**src/rtl/ssd_scan_ctrl_if.sv**
```systemverilog
`default_nettype none
// ============================================================================
// Module      : ssd_scan_ctrl_if
// Description : Bundles the value/blanking inputs and the scanned digit
//               outputs of the seven-segment scan controller.
//               val        - four nibbles, val[3:0] is the rightmost digit
//               blank_lz   - leading-zero blanking enable
//               bin        - nibble of the digit currently scanned
//               d          - active-low digit enables
//               frame_tick - one-cycle pulse at each frame boundary
//               master : drives val/blank_lz, observes the display outputs
//               slave  : the scan controller itself
// Revision    : 1.0 - initial release
// ============================================================================
interface ssd_scan_ctrl_if;
  logic [15:0] val;
  logic        blank_lz;
  logic [3:0]  bin;
  logic [3:0]  d;
  logic        frame_tick;

  modport master (
    output val,
    output blank_lz,
    input  bin,
    input  d,
    input  frame_tick
  );

  modport slave (
    input  val,
    input  blank_lz,
    output bin,
    output d,
    output frame_tick
  );
endinterface
`default_nettype wire

```
**src/rtl/ssd_scan_ctrl.sv**
```systemverilog
`default_nettype none
// ============================================================================
// Module      : ssd_scan_ctrl
// Description : Time-multiplexed scan controller for a four-digit seven-
//               segment display. Each digit is held for REFRESH_DIV cycles;
//               the displayed value is captured once per frame into a shadow
//               register so the display never tears mid-frame. Optional
//               leading-zero blanking switches off upper zero digits while
//               the rightmost digit is always lit.
// Ports       : clk  - system clock, rising edge
//               rst  - asynchronous active-high reset
//               bus  - ssd_scan_ctrl_if.slave (val, blank_lz in;
//                      bin, d, frame_tick out, all outputs registered)
// Revision    : 1.0 - initial release
// ============================================================================
module ssd_scan_ctrl #(
  parameter int unsigned REFRESH_DIV = 100000
) (
  input wire             clk,
  input wire             rst,
  ssd_scan_ctrl_if.slave bus
);

  localparam int unsigned c_CNT_W = (REFRESH_DIV > 2) ? $clog2(REFRESH_DIV) : 1;
  localparam logic [c_CNT_W-1:0] c_CNT_MAX = c_CNT_W'(REFRESH_DIV - 1);

  logic [c_CNT_W-1:0] r_cnt;
  logic [1:0]         r_idx;
  logic [15:0]        r_shadow;
  logic [3:0]         r_bin;
  logic [3:0]         r_d;
  logic               r_frame_tick;

  logic               w_step;
  logic               w_frame;
  logic [1:0]         w_idx_nxt;
  logic [15:0]        w_shadow_nxt;
  logic [15:0]        w_upper;
  logic               w_blank;
  logic [3:0]         w_bin_nxt;
  logic [3:0]         w_d_nxt;

  // Outputs are computed from the values idx/shadow will hold after the
  // step edge, so bin/d change on the same edge as idx with no extra lag.
  always_comb begin
    w_step       = (r_cnt == c_CNT_MAX);
    w_frame      = w_step && (r_idx == 2'd3);
    w_idx_nxt    = r_idx + 2'd1;
    w_shadow_nxt = w_frame ? bus.val : r_shadow;
    // Shadow shifted so the scanned nibble sits at the bottom; everything
    // left over is that digit and the digits to its left, which is exactly
    // what leading-zero blanking has to test.
    w_upper      = w_shadow_nxt >> {w_idx_nxt, 2'b00};
    w_blank      = bus.blank_lz && (w_idx_nxt != 2'd0) && (w_upper == 16'h0000);
    w_bin_nxt    = w_upper[3:0];
    w_d_nxt      = w_blank ? 4'b1111 : ~(4'b0001 << w_idx_nxt);
  end

  always_ff @(posedge clk or posedge rst) begin
    if (rst) begin
      r_cnt        <= '0;
      r_idx        <= 2'd0;
      r_shadow     <= 16'h0000;
      r_bin        <= 4'h0;
      r_d          <= 4'b1110;
      r_frame_tick <= 1'b0;
    end else begin
      r_frame_tick <= w_frame;
      if (w_step) begin
        r_cnt    <= '0;
        r_idx    <= w_idx_nxt;
        r_shadow <= w_shadow_nxt;
        r_bin    <= w_bin_nxt;
        r_d      <= w_d_nxt;
      end else begin
        r_cnt    <= r_cnt + c_CNT_W'(1);
      end
    end
  end

  assign bus.bin        = r_bin;
  assign bus.d          = r_d;
  assign bus.frame_tick = r_frame_tick;

endmodule
`default_nettype wire

```
**src/flat_wrapper.sv**
```systemverilog
// flat-port wrapper written by rule: the top's interface ports become plain ports
module ssd_scan_ctrl_flat 
#(
  parameter int unsigned REFRESH_DIV = 100000
)
  (clk, rst, bus_val, bus_blank_lz, bus_bin, bus_d, bus_frame_tick);
  ssd_scan_ctrl_if bus_i ();
  input wire clk;
  input wire rst;
  input wire logic [$bits(bus_i.val)-1:0] bus_val;
  input wire logic [$bits(bus_i.blank_lz)-1:0] bus_blank_lz;
  output wire logic [$bits(bus_i.bin)-1:0] bus_bin;
  output wire logic [$bits(bus_i.d)-1:0] bus_d;
  output wire logic [$bits(bus_i.frame_tick)-1:0] bus_frame_tick;
  assign bus_i.val = bus_val;
  assign bus_i.blank_lz = bus_blank_lz;
  assign bus_bin = bus_i.bin;
  assign bus_d = bus_i.d;
  assign bus_frame_tick = bus_i.frame_tick;
  ssd_scan_ctrl #(.REFRESH_DIV(REFRESH_DIV)) u_core (.clk(clk), .rst(rst), .bus(bus_i));
endmodule
```
**config.mk**
```make
export PLATFORM = sky130hd
export DESIGN_NAME = ssd_scan_ctrl_flat
export DESIGN_NICKNAME = d
export VERILOG_FILES = /design/src/rtl/ssd_scan_ctrl_if.sv /design/src/rtl/ssd_scan_ctrl.sv /design/src/flat_wrapper.sv
export SDC_FILE = /design/constraint.sdc
export NUM_CORES = 1
export LEC_CHECK = 0
export CORE_UTILIZATION = 40
export DETAILED_ROUTE_END_ITERATION = 12
export GPL_ROUTABILITY_DRIVEN = 1
export SYNTH_ARGS = -nofsm -noshare
export SYNTH_HDL_FRONTEND = slang
export SYNTH_SLANG_ARGS = --single-unit
```
**constraint.sdc**
```tcl
create_clock -name clk -period 3.3 [get_ports clk]
set_input_delay 0.99 -clock clk [delete_from_list [all_inputs] [get_ports clk]]
set_output_delay 0.99 -clock clk [all_outputs]
set_load 0.005 [all_outputs]
```
==> summary.md <==
Status
- result of the run: finished, final reports clean

Logic synthesis
- synthesized-area fraction occupied by adder cells: 3.33%
- Mapped Nets: 232
- Syn. warnings: 0
- share of synthesized cell area in and, or, nand and nor gates: 21.8%
- main flop type after synthesis: dfrtp_1
- dominant combinational cell family by area after synthesis: simple AND/OR/NAND/NOR gates
- Mapped Avg Cell Area: 10.9 um2
- Cell Area, Synth: 2250 um2
- xor and xnor area share after synthesis: 6.22%
- Post-Syn Instances: 207
- multiplexer share of the synthesized area: 12.6%
- sequential-to-total area share from yosys stat: 49.1%
- compound-cell area share of the yosys netlist: 3.94%
- ys async rst share: 100%
- Synth cell types: 38
- Post-synth EDFFs: 0
- number of flip-flops and latches in the synthesized netlist: 44

CTS
- clock tree from TritonCTS: done
- Hold-fix buffers, CTS: 0
- CTS-repair resized insts: 0
- cell chosen for the clock root: clkbuf_8
- clock latency at the later pin of the worst-skew pair: 290 ps
- CTS max path bufs: 2
- clock transition at the registers of the reported paths: 80 ps
- buffers inserted by post-CTS timing repair: 0
- Sinks on Clock Net: 44
- TritonCTS buffer count: 5
- H-Tree Depth: 2

Power and ir drop
- power density of the placed cells: 347 nW/um2
- peak supply drop: 0.000154 V
- overall power: 930 uW
- static leakage power: 0.00115 uW

Timing
- unrepaired setup endpoints after global routing: no
- total count of max-transition violations in the final report: 0
- Highest Clock Rate: 344 MHz
- period utilization: 88.2%
- Setup Total Neg Slack: 0 ps
- Rel. slew slack: 62.2%
- largest clock skew in the final design: 3.31 ps
- count of endpoints failing hold in the final timing report: 0
- Final Critical Period: 2910 ps
- slew at the pin closest to its max-slew limit: 567 ps
- Setup violations, final: 0

Worst setup path
- critical-path cell with the highest stage delay: or4bb_1
- critical path buffer and inverter count: 0
- Top delay family on crit path: simple AND/OR/NAND/NOR gates
- CP max stage delay: 510 ps
- element type at the critical path end: flop
- data arrival time of the critical path: 3130 ps
- largest fanout on the critical path: 22
- worst path cell trace: nor4b_2, and4_1, and2_4, mux2_2, or4bb_1, a21oi_1, o21ai_2, a31oi_1
- required arrival time at the worst endpoint: 3520 ps
- WS Path Type: flop to flop
- type of element launching the critical path: flop

Global route
- total global-route track usage: 17.4%
- number of antenna violations at the first check in global routing: 0
- vias in the first global route: 1,599
- global route overflow: 0
- wire length of the first global-routing pass: 7940 um
- pin count of the biggest net entering global routing: 45

Worst hold path
- type of the worst min-delay path: flop to flop

Drt
- count of unresolved DRC violations after routing: 0
- Starting DRT DRC Count: 78
- via/cell ratio: 5.06
- routed wirelength normalized by instance count: 14.1 um
- length of the first detailed-routing pass in iterations: 4
- total number of vias: 1,560
- remaining antenna violation count: 0
- final WL: 4360 um

Layout
- fraction of final layout cells with drive strength greater than 1: 14.3%
- number of antenna repair diodes: 0
- filler-free cell count of the finished design: 308
- final layout net count: 262
- area growth from synthesis to layout: 19.1%
- final standard cell utilization of the core: 50.9%

Floorplan
- overall die width: 77.0 um
- Rows: 26
- placeable core area: 5270 um2
- die area: 5930 um2
- top-level port count: 28
- starting utilization of the core area: 42.7%
- overall die height: 77.0 um

Placed design
- count of input and output buffers: 27
- total placed cells including tap cells: 300
- half-perimeter wire length after detailed placement: 3150 um
- final RePlAce weighted congestion: 0.790

Run
- total of max-cap violations: 0

flip-flops by register name, summed over array words and instances (netlist names):
signal                 flops
u_core.r_shadow           16
u_core.bus.frame_tick      1
u_core.bus.bin             4
u_core.bus.d               4
u_core.r_cnt              17
u_core.r_idx               2
layout make-up:
type / count / area, um2
Sequential cell: 44 / 1100
Clock buffer: 6 / 82.6
Fill cell: 524 / 2590
Inverter: 5 / 18.8
Tap cell: 70 / 87.6
Timing Repair Buffer: 31 / 300
Multi-Input combinational cell: 150 / 1080
Clock inverter: 2 / 10.0
cell families (layout without fill, tap and decap cells):
kind of cell / count (synthesis) / in the layout
AO/OA/AOI/OAI: 13 / 13
XOR/XNOR: 16 / 16
adder cells (fa/ha/maj): 6 / 6
buffers and inverters: 13 / 44
flip-flops: 44 / 44
multiplexers: 18 / 18
AND/OR/NAND/NOR: 97 / 97
worst min-delay path: stages (launching register included):
cell and delay, ps:
dfrtp_1 350, nand2_1 50, nand2_1 50
synthesized netlist by cell type (2+ instances only):
master / instances / area share, %
inv_1: 4 / 0.67
nor4_1: 2 / 0.56
buf_6: 2 / 1.0
nor2_1: 16 / 2.7
nand4_1: 4 / 1.1
nand2_1: 49 / 8.2
and2_1: 3 / 0.83
mux4_2: 8 / 8.0
a31oi_1: 3 / 0.83
and3_1: 2 / 0.56
o21ai_1: 4 / 0.89
dfstp_2: 3 / 3.5
ha_1: 6 / 3.3
and4_1: 4 / 1.6
mux2i_1: 7 / 3.1
or3_1: 2 / 0.56
mux2_2: 3 / 1.5
xor2_1: 8 / 3.1
xnor2_1: 8 / 3.1
and4bb_2: 2 / 1.1
dfrtp_1: 41 / 46
clkbuf_1: 4 / 0.67
nand3_1: 6 / 1.3
o21ai_0: 2 / 0.44
report_power, final:
part	total [uW]	internal, uW	switching [uW]	leakage [uW]
clock network	348	167	181	0.0000510
logic	41.5	23.2	18.3	0.000597
registers	541	540	0.577	0.000502
total	930	730	200	0.00115
through the flow:
step	hold WS [ps]	area (um2)	worst slack, ps
finish	469	2680	389
global route	503	2680	188
CTS	475	2680	373
detailed placement	455	2590	316
global placement	450	2590	370
floorplan	434	2250	662
cells in the final DEF (no fill, tap or decap), types with 2 or more instances in the layout:
cell,n
nand2_1,49
dfrtp_1,41
clkdlybuf4s50_1,27
nor2_1,16
xnor2_1,8
xor2_1,8
mux4_2,8
mux2i_1,7
nand3_1,6
ha_1,6
clkbuf_8,6
and4_1,4
nand4_1,4
o21ai_1,4
buf_4,4
inv_1,3
mux2_2,3
and2_1,3
a31oi_1,3
dfstp_2,3
and4bb_2,2
and3_1,2
o21ai_0,2
or3_1,2
nor4_1,2
clkinv_2,2
worst paths after layout:
check,start,endpoint,slack [ps],depth (start not counted)
worst max-delay path,u_core.r_cnt[6],u_core.bus.d[1],390,8
worst min-delay path,u_core.r_shadow[3],u_core.r_shadow[3],470,2
worst max register to register,u_core.r_cnt[6],u_core.bus.d[1],390,8
worst min register to register,u_core.r_shadow[3],u_core.r_shadow[3],470,2
max in group asynchronous,rst,u_core.r_shadow[11],1780,3
min in group asynchronous,rst,u_core.r_shadow[6],1120,3
per-layer routing:
metal | GRT usage (%) | up-vias | wire length, um
li1 | - | 777 | -
met1 | 25.3 | 741 | 2250
met2 | 25.1 | 34 | 1860
met3 | 3.10 | 8 | 155
met4 | 7.92 | 0 | 93
met5 | 0 | - | 0
Power figures use the tool's default switching activity.
